===== src/rtl/gerador_sequencia.sv =====
// Word FIFO feeding an MSB-first serializer with optional inter-word gap.
// Optional even-parity bit per word is enabled by defining GERADOR_PARIDADE_EN.
module gerador_sequencia #(
  parameter int PROFUNDIDADE = 4,
  parameter int GAP          = 0
) (
  input  logic       clk,
  input  logic       rst_n,
  input  logic       carregar,
  input  logic [7:0] palavra,
  output logic       pronto,
  output logic       bit_out,
  output logic       bit_valido,
  output logic       start_out,
  output logic       ocupado
);

  localparam int AW = $clog2(PROFUNDIDADE);
  localparam int CW = AW + 1;
  localparam logic [CW-1:0] DEPTH_C = CW'(PROFUNDIDADE);
  localparam logic [3:0]    GAP_M1  = (GAP > 0) ? 4'(GAP - 1) : 4'd0;

`ifdef GERADOR_PARIDADE_EN
  typedef enum logic [1:0] {IDLE, SHIFT, PAR, GAP_S} state_t;
`else
  typedef enum logic [1:0] {IDLE, SHIFT, GAP_S} state_t;
`endif

  logic [7:0]    mem [PROFUNDIDADE];
  logic [AW-1:0] wr_ptr, rd_ptr;
  logic [CW-1:0] count, count_next;
  state_t        state;
  logic [7:0]    shift_reg;
  logic [2:0]    bit_cnt;
  logic [3:0]    gap_cnt;
`ifdef GERADOR_PARIDADE_EN
  logic          parity;
`endif

  logic       push, pop, word_end, launch, fifo_empty, idle_next;
  logic [7:0] head;

  assign pronto     = count < DEPTH_C;
  assign push       = carregar && pronto;
  assign fifo_empty = (count == '0);
  assign head       = mem[rd_ptr];

`ifdef GERADOR_PARIDADE_EN
  assign word_end = (state == PAR);
`else
  assign word_end = (state == SHIFT) && (bit_cnt == 3'd0);
`endif

  // An edge where the engine is free to start a word; it pops if anything is queued.
  assign launch     = (state == IDLE) || (word_end && (GAP == 0)) ||
                      ((state == GAP_S) && (gap_cnt == 4'd0));
  assign pop        = launch && !fifo_empty;
  assign idle_next  = launch && fifo_empty;
  assign count_next = count + CW'(push) - CW'(pop);

  // NOTE: the word storage has no reset; the pointers and count alone decide which entries are live.
  always_ff @(posedge clk) begin
    if (push) mem[wr_ptr] <= palavra;
  end

  // NOTE: every register here uses <= so all state updates see pre-edge values.
  always_ff @(posedge clk or negedge rst_n) begin
    if (!rst_n) begin
      wr_ptr     <= '0;
      rd_ptr     <= '0;
      count      <= '0;
      state      <= IDLE;
      shift_reg  <= '0;
      bit_cnt    <= '0;
      gap_cnt    <= '0;
      bit_out    <= 1'b0;
      bit_valido <= 1'b0;
      start_out  <= 1'b0;
      ocupado    <= 1'b0;
`ifdef GERADOR_PARIDADE_EN
      parity     <= 1'b0;
`endif
    end else begin
      if (push) wr_ptr <= wr_ptr + 1'b1;
      if (pop)  rd_ptr <= rd_ptr + 1'b1;
      count   <= count_next;
      ocupado <= (count_next != '0) || !idle_next;

      if (pop) begin
        // shift_reg holds the bits still to be sent, already aligned to bit 7.
        state      <= SHIFT;
        shift_reg  <= {head[6:0], 1'b0};
        bit_cnt    <= 3'd7;
        bit_out    <= head[7];
        bit_valido <= 1'b1;
        start_out  <= (state == IDLE);
`ifdef GERADOR_PARIDADE_EN
        parity     <= ^head;
`endif
      end else if (idle_next) begin
        state      <= IDLE;
        bit_out    <= 1'b0;
        bit_valido <= 1'b0;
        start_out  <= 1'b0;
      end else begin
        start_out <= 1'b0;
        case (state)
          SHIFT: begin
            if (bit_cnt != 3'd0) begin
              shift_reg  <= shift_reg << 1;
              bit_cnt    <= bit_cnt - 3'd1;
              bit_out    <= shift_reg[7];
              bit_valido <= 1'b1;
            end else begin
`ifdef GERADOR_PARIDADE_EN
              state      <= PAR;
              bit_out    <= parity;
              bit_valido <= 1'b1;
`else
              state      <= GAP_S;
              gap_cnt    <= GAP_M1;
              bit_out    <= 1'b0;
              bit_valido <= 1'b0;
`endif
            end
          end
`ifdef GERADOR_PARIDADE_EN
          PAR: begin
            state      <= GAP_S;
            gap_cnt    <= GAP_M1;
            bit_out    <= 1'b0;
            bit_valido <= 1'b0;
          end
`endif
          GAP_S: begin
            gap_cnt <= gap_cnt - 4'd1;
          end
          default: begin
            state <= IDLE;
          end
        endcase
      end
    end
  end

endmodule


===== config.mk =====
export PLATFORM = sky130hd
export DESIGN_NAME = gerador_sequencia
export DESIGN_NICKNAME = d
export VERILOG_FILES = /design/src/rtl/gerador_sequencia.sv
export SDC_FILE = /design/constraint.sdc
export NUM_CORES = 1
export LEC_CHECK = 0
export ABC_AREA = 1
export BUFFER_PORTS_ARGS = -buffer_cell sky130_fd_sc_hd__buf_2
export CORE_ASPECT_RATIO = 0.8
export CORE_MARGIN = 4
export CORE_UTILIZATION = 55
export CTS_BUF_LIST = sky130_fd_sc_hd__clkbuf_4 sky130_fd_sc_hd__clkbuf_8 sky130_fd_sc_hd__clkbuf_16
export DETAILED_ROUTE_END_ITERATION = 7
export GPL_ROUTABILITY_DRIVEN = 0
export PLACE_DENSITY_LB_ADDON = 0.12
export SLEW_MARGIN = 20
export SYNTH_ARGS = -nofsm -noshare
export SYNTH_HDL_FRONTEND = slang
export SYNTH_SLANG_ARGS = --single-unit

===== constraint.sdc =====
create_clock -name clk -period 2.8 [get_ports clk]
set_input_delay 0.28 -clock clk [delete_from_list [all_inputs] [get_ports clk]]
set_output_delay 0.28 -clock clk [all_outputs]
set_load 0.02 [all_outputs]

==> summary.md, run 1 <==
| Metric | Value |
|---|---|
| Post-Place Worst Slack | `around 0.26 ns` |
| DIE HEIGHT | `between 70 and 80 µm` |
| Hold buffer count at cts | `1` |
| Slew Limit Fails | `0` |
| Crit path buf inv count | `4` |
| MaxCap Viol Count | `0` |
| Top-count cell post-synth | `nand2_1` |
| Synthesized instance count | `about 260` |
| Fin crit period | `about 2.5 ns` |
| Seq/Total Area, Yosys | `0.617` |
| Syn Nets | `between 200 and 300` |
| Number of routed nets with antenna violations | `0` |
| Routed WL | `between 4000 and 5000 µm` |
| HP Class | `primary input to flop` |
| Final Worst Setup Slack | `a little under 0.3 ns` |
| Pwr dens | `1090 mW/mm²` |
| Setup bufs post-CTS | `0` |
| Leak | `~1.4 nW` |
| Initial antenna violation count | `0` |
| Ports | `16` |
| CP max stage cell | `fa_1` |
| Slew Limit Headroom | `0.463` |
| Maximum fanout along the worst path | `10` |
| Delay-heaviest family, CP | `adder cells` |
| CTS buffer count | `9` |
| # rows | `22` |
| Tot Pwr | `between 3 and 4 mW` |
| GRT Total Usage | `0.171` |
| Outcome | `finished, final reports clean` |
| Net Sw Power | `around 1.2 mW` |
| Int Power | `roughly 2.1 mW` |
| Period utilisation layout | `0.896` |
| Critical path class | `flop to flop` |
| Die ar. | `between 0.006 and 0.007 mm²` |
| Max Freq | `0.399 GHz` |
| H-tree depth | `3` |
| Largest net degree at the start of global routing | `28` |
| Root buffer cell | `clkbuf_8` |
| Most used DFF post-synth | `edfxtp_1` |
| CP startpoint kind | `flop` |
| Post-synthesis area per instance | `approximately 10 µm²` |
| Area Overhead vs Synth | `13.0%` |
| Sw Ratio | `0.371` |
| DRC viols | `0` |
| Yosys warnings | `0` |
| Comb power frac | `0.366` |
| Setup violations, final | `0` |
| CP Capture Type | `flop` |
| Vias in the first global route | `around 1500` |
| Area contributors post-synth | `edfxtp_1, dfrtp_1, nand2_1, nand3_1, ha_1` |
| Horiz. Die Dim | `between 80 and 90 µm` |
| IO buf count | `15` |
| First-pass GRT wire length | `roughly 7500 µm` |
| Yosys top cell by area | `edfxtp_1` |
| Slew @ Worst Pin | `about 0.80 ns` |
| GRT Residual Overflow | `0` |
| Reg2Reg Setup Slack | `0.29 ns` |
| Maximum VDD drop | `538 µV` |
| Seq pwr share | `0.386` |
| Post-synth ARST share | `0.458` |
| Flops & latches, synth | `59` |
| Worst clock skew | `between 0.005 and 0.006 ns` |
| CP peak stage delay | `about 0.43 ns` |
| Largest register FFs | `32` |
| Hold Fails Final Rpt | `0` |
| Clock buffer depth | `2` |
| CP required | `about 3.0 ns` |
| Vias post-DR | `between 1500 and 2000` |
| DRT iter0 DRCs | `125` |
| Synth cell count leaders | `nand2_1, nand3_1, edfxtp_1` |
| Filler cells | `about 360` |
| Resize count post-CTS | `0` |
| DRT Pass-1 Iters | `4` |
| Final setup TNS | `0 ns` |
| CTS tree | `yes` |
| Crit-path cells | `inv_1 -> ha_1 -> inv_1 -> nor2_2 -> nand3b_4 -> nand2_4 -> nand2_4 -> inv_2 -> ha_1 -> inv_1 -> ha_1 -> fa_1 -> nor3_1 -> nand3b_1` |
| Critical Path AT | `between 2 and 3 ns` |
| Vias per cell | `4.87` |
| Diodes inserted | `0` |
| Core area | `around 0.0046 mm²` |
| Unrepaired setup endpoints after global routing | `false` |
| Clock sinks | `59` |
| Fin nets | `300` |
| Share of cells above drive strength 1 | `0.155` |
| Post-synth EDFFs | `32` |
| Placed wire-length estimate | `3060 µm` |
| Starting Density | `0.574` |
| Clk network pwr share | `0.249` |
| Clock Latency Late Sink | `0.33 ns` |
| Per-cell routed wire length | `13.3 µm` |
| Synth top area share | `0.362` |
| Netlist Area Pre-Place | `0.00265 mm²` |
| Clock-pin slew on the worst setup and hold paths | `about 0.06 ns` |
| Post-synthesis cell type count | `29` |
==> layout by cell type, fill, tap and decap left out <==
cell	instances
clkbuf_8	9
nor2_4	1
dlygate4sd3_1	1
buf_2	15
o21ai_0	2
nand4_1	1
a21oi_1	1
nor2_2	1
clkinvlp_4	1
clkbuf_4	1
clkinv_1	4
bufinv_16	2
nand3b_4	1
nand3_1	36
o21ai_1	5
xor2_1	5
xnor2_1	2
ha_1	9
a32o_1	1
dfrtp_1	27
nand3b_1	1
inv_1	27
clkinv_2	1
nor2_1	12
nand2_1	71
inv_2	4
fa_1	1
o22ai_1	1
buf_4	3
o21ai_2	1
nand2_4	2
nand2_2	2
edfxtp_1	32
nor3_1	1
==> routing by layer <==
| layer | vias to the layer above | track usage | part of all wire |
|---|---|---|---|
| met3 | 10 | 0.0755 | 0.046 |
| met5 | - | 0 | 0 |
| li1 | 879 | - | - |
| met4 | 0 | 0.0633 | 0.016 |
| met1 | 763 | 0.238 | 0.51 |
| met2 | 23 | 0.234 | 0.43 |
==> cell families after synthesis <==
family | synth area share
simple gates | 0.220
fa+ha+maj | 0.0500
flops | 0.617
buf+inv | 0.0656
xor+xnor | 0.0231
compound gates | 0.0245
==> worst paths after layout <==
check,to,depth (start not counted),start
worst max-delay path,ocupado$_DFF_PN0_,14,gap_cnt[0]$_DFFE_PN0P_
worst min-delay path,mem[1][7]$_DFFE_PP_,1,palavra[7]
worst max register to register,ocupado$_DFF_PN0_,14,gap_cnt[0]$_DFFE_PN0P_
worst min register to register,bit_out$_DFFE_PN0P_,2,bit_out$_DFFE_PN0P_
max in group asynchronous,shift_reg[2]$_DFFE_PN0P_,2,rst_n
min in group asynchronous,rd_ptr[0]$_DFFE_PN0N_,2,rst_n
==> cell type report <==
class | count | area (µm²) | share of cell area
multi-input cells | 157 | 842 | 0.281
clock buffers | 10 | 131 | 0.0438
repair buffers | 19 | 108 | 0.0359
flip-flops and latches | 59 | 1640 | 0.546
inverters | 33 | 124 | 0.0413
clock inverters | 6 | 80.1 | 0.0267
well taps | 60 | 75.1 | 0.0251
==> stage by stage <==
| step | instances | hold WS (ns) | utilization | cell area [µm²] |
|---|---|---|---|---|
| after floorplan | 256 | -0.0156 | - | 2650 |
| after global placement | 327 | 0.323 | 0.600 | 2780 |
| after detailed placement | 327 | 0.323 | 0.600 | 2780 |
| after CTS | 344 | 0.144 | 0.648 | 3000 |
| after global routing | 344 | 0.138 | 0.648 | 3000 |
| final | 344 | 0.155 | 0.648 | 3000 |
==> power groups by stage <==
stage / registers (mW) / clock network [mW] / logic, mW
floorplan: 1.25 / 0 / 0.973
global placement: 1.28 / 0 / 1.19
detailed placement: 1.28 / 0 / 1.21
CTS: 1.26 / 0.832 / 1.22
global route: 1.28 / 0.878 / 1.39
finish: 1.26 / 0.816 / 1.20
Note: power is estimated with default switching activity, not from simulation.
==> run 2: changes to the inputs <==
--- a/config.mk
+++ b/config.mk
@@ -9,7 +9,7 @@
 export BUFFER_PORTS_ARGS = -buffer_cell sky130_fd_sc_hd__buf_2
 export CORE_ASPECT_RATIO = 0.8
 export CORE_MARGIN = 4
-export CORE_UTILIZATION = 55
+export CORE_UTILIZATION = 57
 export CTS_BUF_LIST = sky130_fd_sc_hd__clkbuf_4 sky130_fd_sc_hd__clkbuf_8 sky130_fd_sc_hd__clkbuf_16
 export DETAILED_ROUTE_END_ITERATION = 7
 export GPL_ROUTABILITY_DRIVEN = 0
==> summary.md, run 2 (same netlist as run 1, synthesis figures left out) <==
| Metric | Value |
|---|---|
| Outcome | `finished, final reports clean (unchanged)` |
| Clock Latency Late Sink | `0.34 ns (was 0.33 ns)` |
| Slew @ Worst Pin | `0.786 ns (was 0.802 ns)` |
| Clock-pin slew on the worst setup and hold paths | `0.07 ns (was 0.06 ns)` |
| Tot Pwr | `3.31 mW (was 3.28 mW)` |
| Crit path launch | `gap_cnt[0]$_DFFE_PN0P_ (unchanged)` |
| Hold Fails Final Rpt | `0 (unchanged)` |
| CTS buffer count | `9 (unchanged)` |
| Slew Limit Headroom | `0.474 (was 0.463)` |
| Setup violations, final | `0 (unchanged)` |
| Critical Path AT | `2.69 ns (was 2.73 ns)` |
| Number of routed nets with antenna violations | `0 (unchanged)` |
| CP required | `3.02 ns (about the same)` |
| IO buf count | `15 (unchanged)` |
| Crit-path cells | `inv_1 -> ha_1 -> inv_1 -> nor2_2 -> nand3b_4 -> nand2_4 -> nand2_4 -> inv_2 -> ha_1 -> inv_1 -> ha_1 -> fa_1 -> nor3_1 -> nand3b_1 (unchanged)` |
| Critical path class | `flop to flop (unchanged)` |
| Area Overhead vs Synth | `13.1% (was 13.0%)` |
| Worst clock skew | `0.00841 ns (was 0.00581 ns)` |
| Routed WL | `4470 µm (was 4590 µm)` |
| GRT Residual Overflow | `0 (unchanged)` |
| Pwr dens | `1100 mW/mm² (was 1090 mW/mm²)` |
| CP peak stage delay | `0.42 ns (was 0.43 ns)` |
| # rows | `21 (was 22)` |
| DRT iter0 DRCs | `126 (was 125)` |
| Clock buffer depth | `2 (unchanged)` |
| Maximum VDD drop | `804 µV (was 538 µV)` |
| Unrepaired setup endpoints after global routing | `false (unchanged)` |
| Leak | `1.39 nW (about the same)` |
| Core area | `0.00434 mm² (was 0.00462 mm²)` |
| H-tree depth | `3 (unchanged)` |
| Worst R2R Start | `gap_cnt[0]$_DFFE_PN0P_ (unchanged)` |
| Fin crit period | `2.47 ns (was 2.51 ns)` |
| Final Worst Setup Slack | `0.331 ns (was 0.291 ns)` |
| Largest net degree at the start of global routing | `28 (unchanged)` |
| Initial antenna violation count | `0 (unchanged)` |
| CP startpoint kind | `flop (unchanged)` |
| DIE HEIGHT | `69.0 µm (was 70.1 µm)` |
| First-pass GRT wire length | `7850 µm (was 7510 µm)` |
| Final setup TNS | `0 ns (unchanged)` |
| Vias per cell | `5.05 (was 4.87)` |
| Share of cells above drive strength 1 | `0.159 (was 0.155)` |
| Vias post-DR | `1716 (was 1675)` |
| Starting Density | `0.612 (was 0.574)` |
| Fin nets | `299 (was 300)` |
| DRC viols | `0 (unchanged)` |
| CP max stage cell | `fa_1 (unchanged)` |
| Delay-heaviest family, CP | `adder cells (unchanged)` |
| Ports | `16 (unchanged)` |
| HP Class | `primary input to flop (unchanged)` |
| Diodes inserted | `0 (unchanged)` |
| Slew Limit Fails | `0 (unchanged)` |
| Most frequent cells in the layout | `nand2_1, nand3_1, edfxtp_1, inv_1, dfrtp_1 (unchanged)` |
| Largest register FFs | `32 (unchanged)` |
| GRT Total Usage | `0.175 (was 0.171)` |
| Placed wire-length estimate | `2930 µm (was 3060 µm)` |
| Crit path buf inv count | `4 (unchanged)` |
| Root buffer cell | `clkbuf_8 (unchanged)` |
| Clock sinks | `59 (unchanged)` |
| Die ar. | `0.00582 mm² (was 0.00601 mm²)` |
| CTS tree | `yes (unchanged)` |
| Vias in the first global route | `1661 (was 1503)` |
| DRT Pass-1 Iters | `4 (unchanged)` |
| Horiz. Die Dim | `84.3 µm (was 85.6 µm)` |
| CP Capture Type | `flop (unchanged)` |
| MaxCap Viol Count | `0 (unchanged)` |
| Hold_sp | `palavra[4] (was palavra[7])` |
| Commonest non-fill, non-tap cell in the layout | `nand2_1 (unchanged)` |
| Period utilisation layout | `0.882 (was 0.896)` |
| Max Freq | `0.405 GHz (was 0.399 GHz)` |
| Per-cell routed wire length | `13.2 µm (was 13.3 µm)` |
| Post-Place Worst Slack | `0.315 ns (was 0.264 ns)` |
| Maximum fanout along the worst path | `10 (unchanged)` |
==> run 2: per-layer routing <==
layer | vias up | share of wire | GRT usage | wire, µm
met3 | 8 | 0.058 | 0.0821 | 258
met5 | - | 0 | 0 | 0
met1 | 799 | 0.49 | 0.240 | 2180
li1 | 873 | - | - | -
met2 | 36 | 0.45 | 0.252 | 1990
met4 | 0 | 0.0096 | 0.0429 | 43
==> run 2: path summary, 6_finish.rpt <==
kind                       cells past startpoint  slack (ns)                       end
setup / recovery                              14        0.33         ocupado$_DFF_PN0_
hold / removal                                 1        0.15       mem[0][4]$_DFFE_PP_
setup reg to reg                              14        0.33         ocupado$_DFF_PN0_
hold reg to reg                                2        0.47    bit_valido$_DFFE_PN0P_
max in group asynchronous                      2        1.93     wr_ptr[0]$_DFFE_PN0P_
min in group asynchronous                      2        0.47  shift_reg[4]$_DFFE_PN0P_
==> run 2: worst reg2reg max path, stage by stage (launching register included) <==
cell and delay, ns:
dfrtp_1 0.36, inv_1 0.10, ha_1 0.17, inv_1 0.05, nor2_2 0.15, nand3b_4 0.12, nand2_4 0.15, nand2_4 0.06
inv_2 0.08, ha_1 0.22, inv_1 0.05, ha_1 0.14, fa_1 0.42, nor3_1 0.19, nand3b_1 0.09
==> run 2: final cells by class <==
cell class	instances	area, µm²
Clock buffer	9	124
Clock inverter	7	103
Inverter	33	124
Fill cell	356	1340
Tap cell	57	71.3
Sequential cell	59	1640
Timing Repair Buffer	18	100
Multi-Input combinational cell	157	842
==> run 2: power breakdown <==
group	internal, mW	total, mW	switching (mW)
logic	0.412	1.20	0.786
clock network	0.506	0.855	0.349
registers	1.15	1.26	0.112
==> run 2: metrics by stage <==
| stage | util | area (µm²) | hold WS (ns) | instances |
|---|---|---|---|---|
| floorplan | - | 2650 | -0.0156 | 256 |
| global placement | 0.638 | 2760 | 0.325 | 323 |
| detailed placement | 0.638 | 2760 | 0.317 | 323 |
| CTS | 0.692 | 3000 | 0.141 | 340 |
| global route | 0.692 | 3000 | 0.134 | 340 |
| finish | 0.692 | 3000 | 0.154 | 340 |
==> run 2: timing repair <==
item | 4_1_cts | 5_1_grt
gates resized for setup | 0 | 0
endpoints found under the hold margin | 27 | 0
hold buffers | 1 | 0
setup buffers | 0 | 0
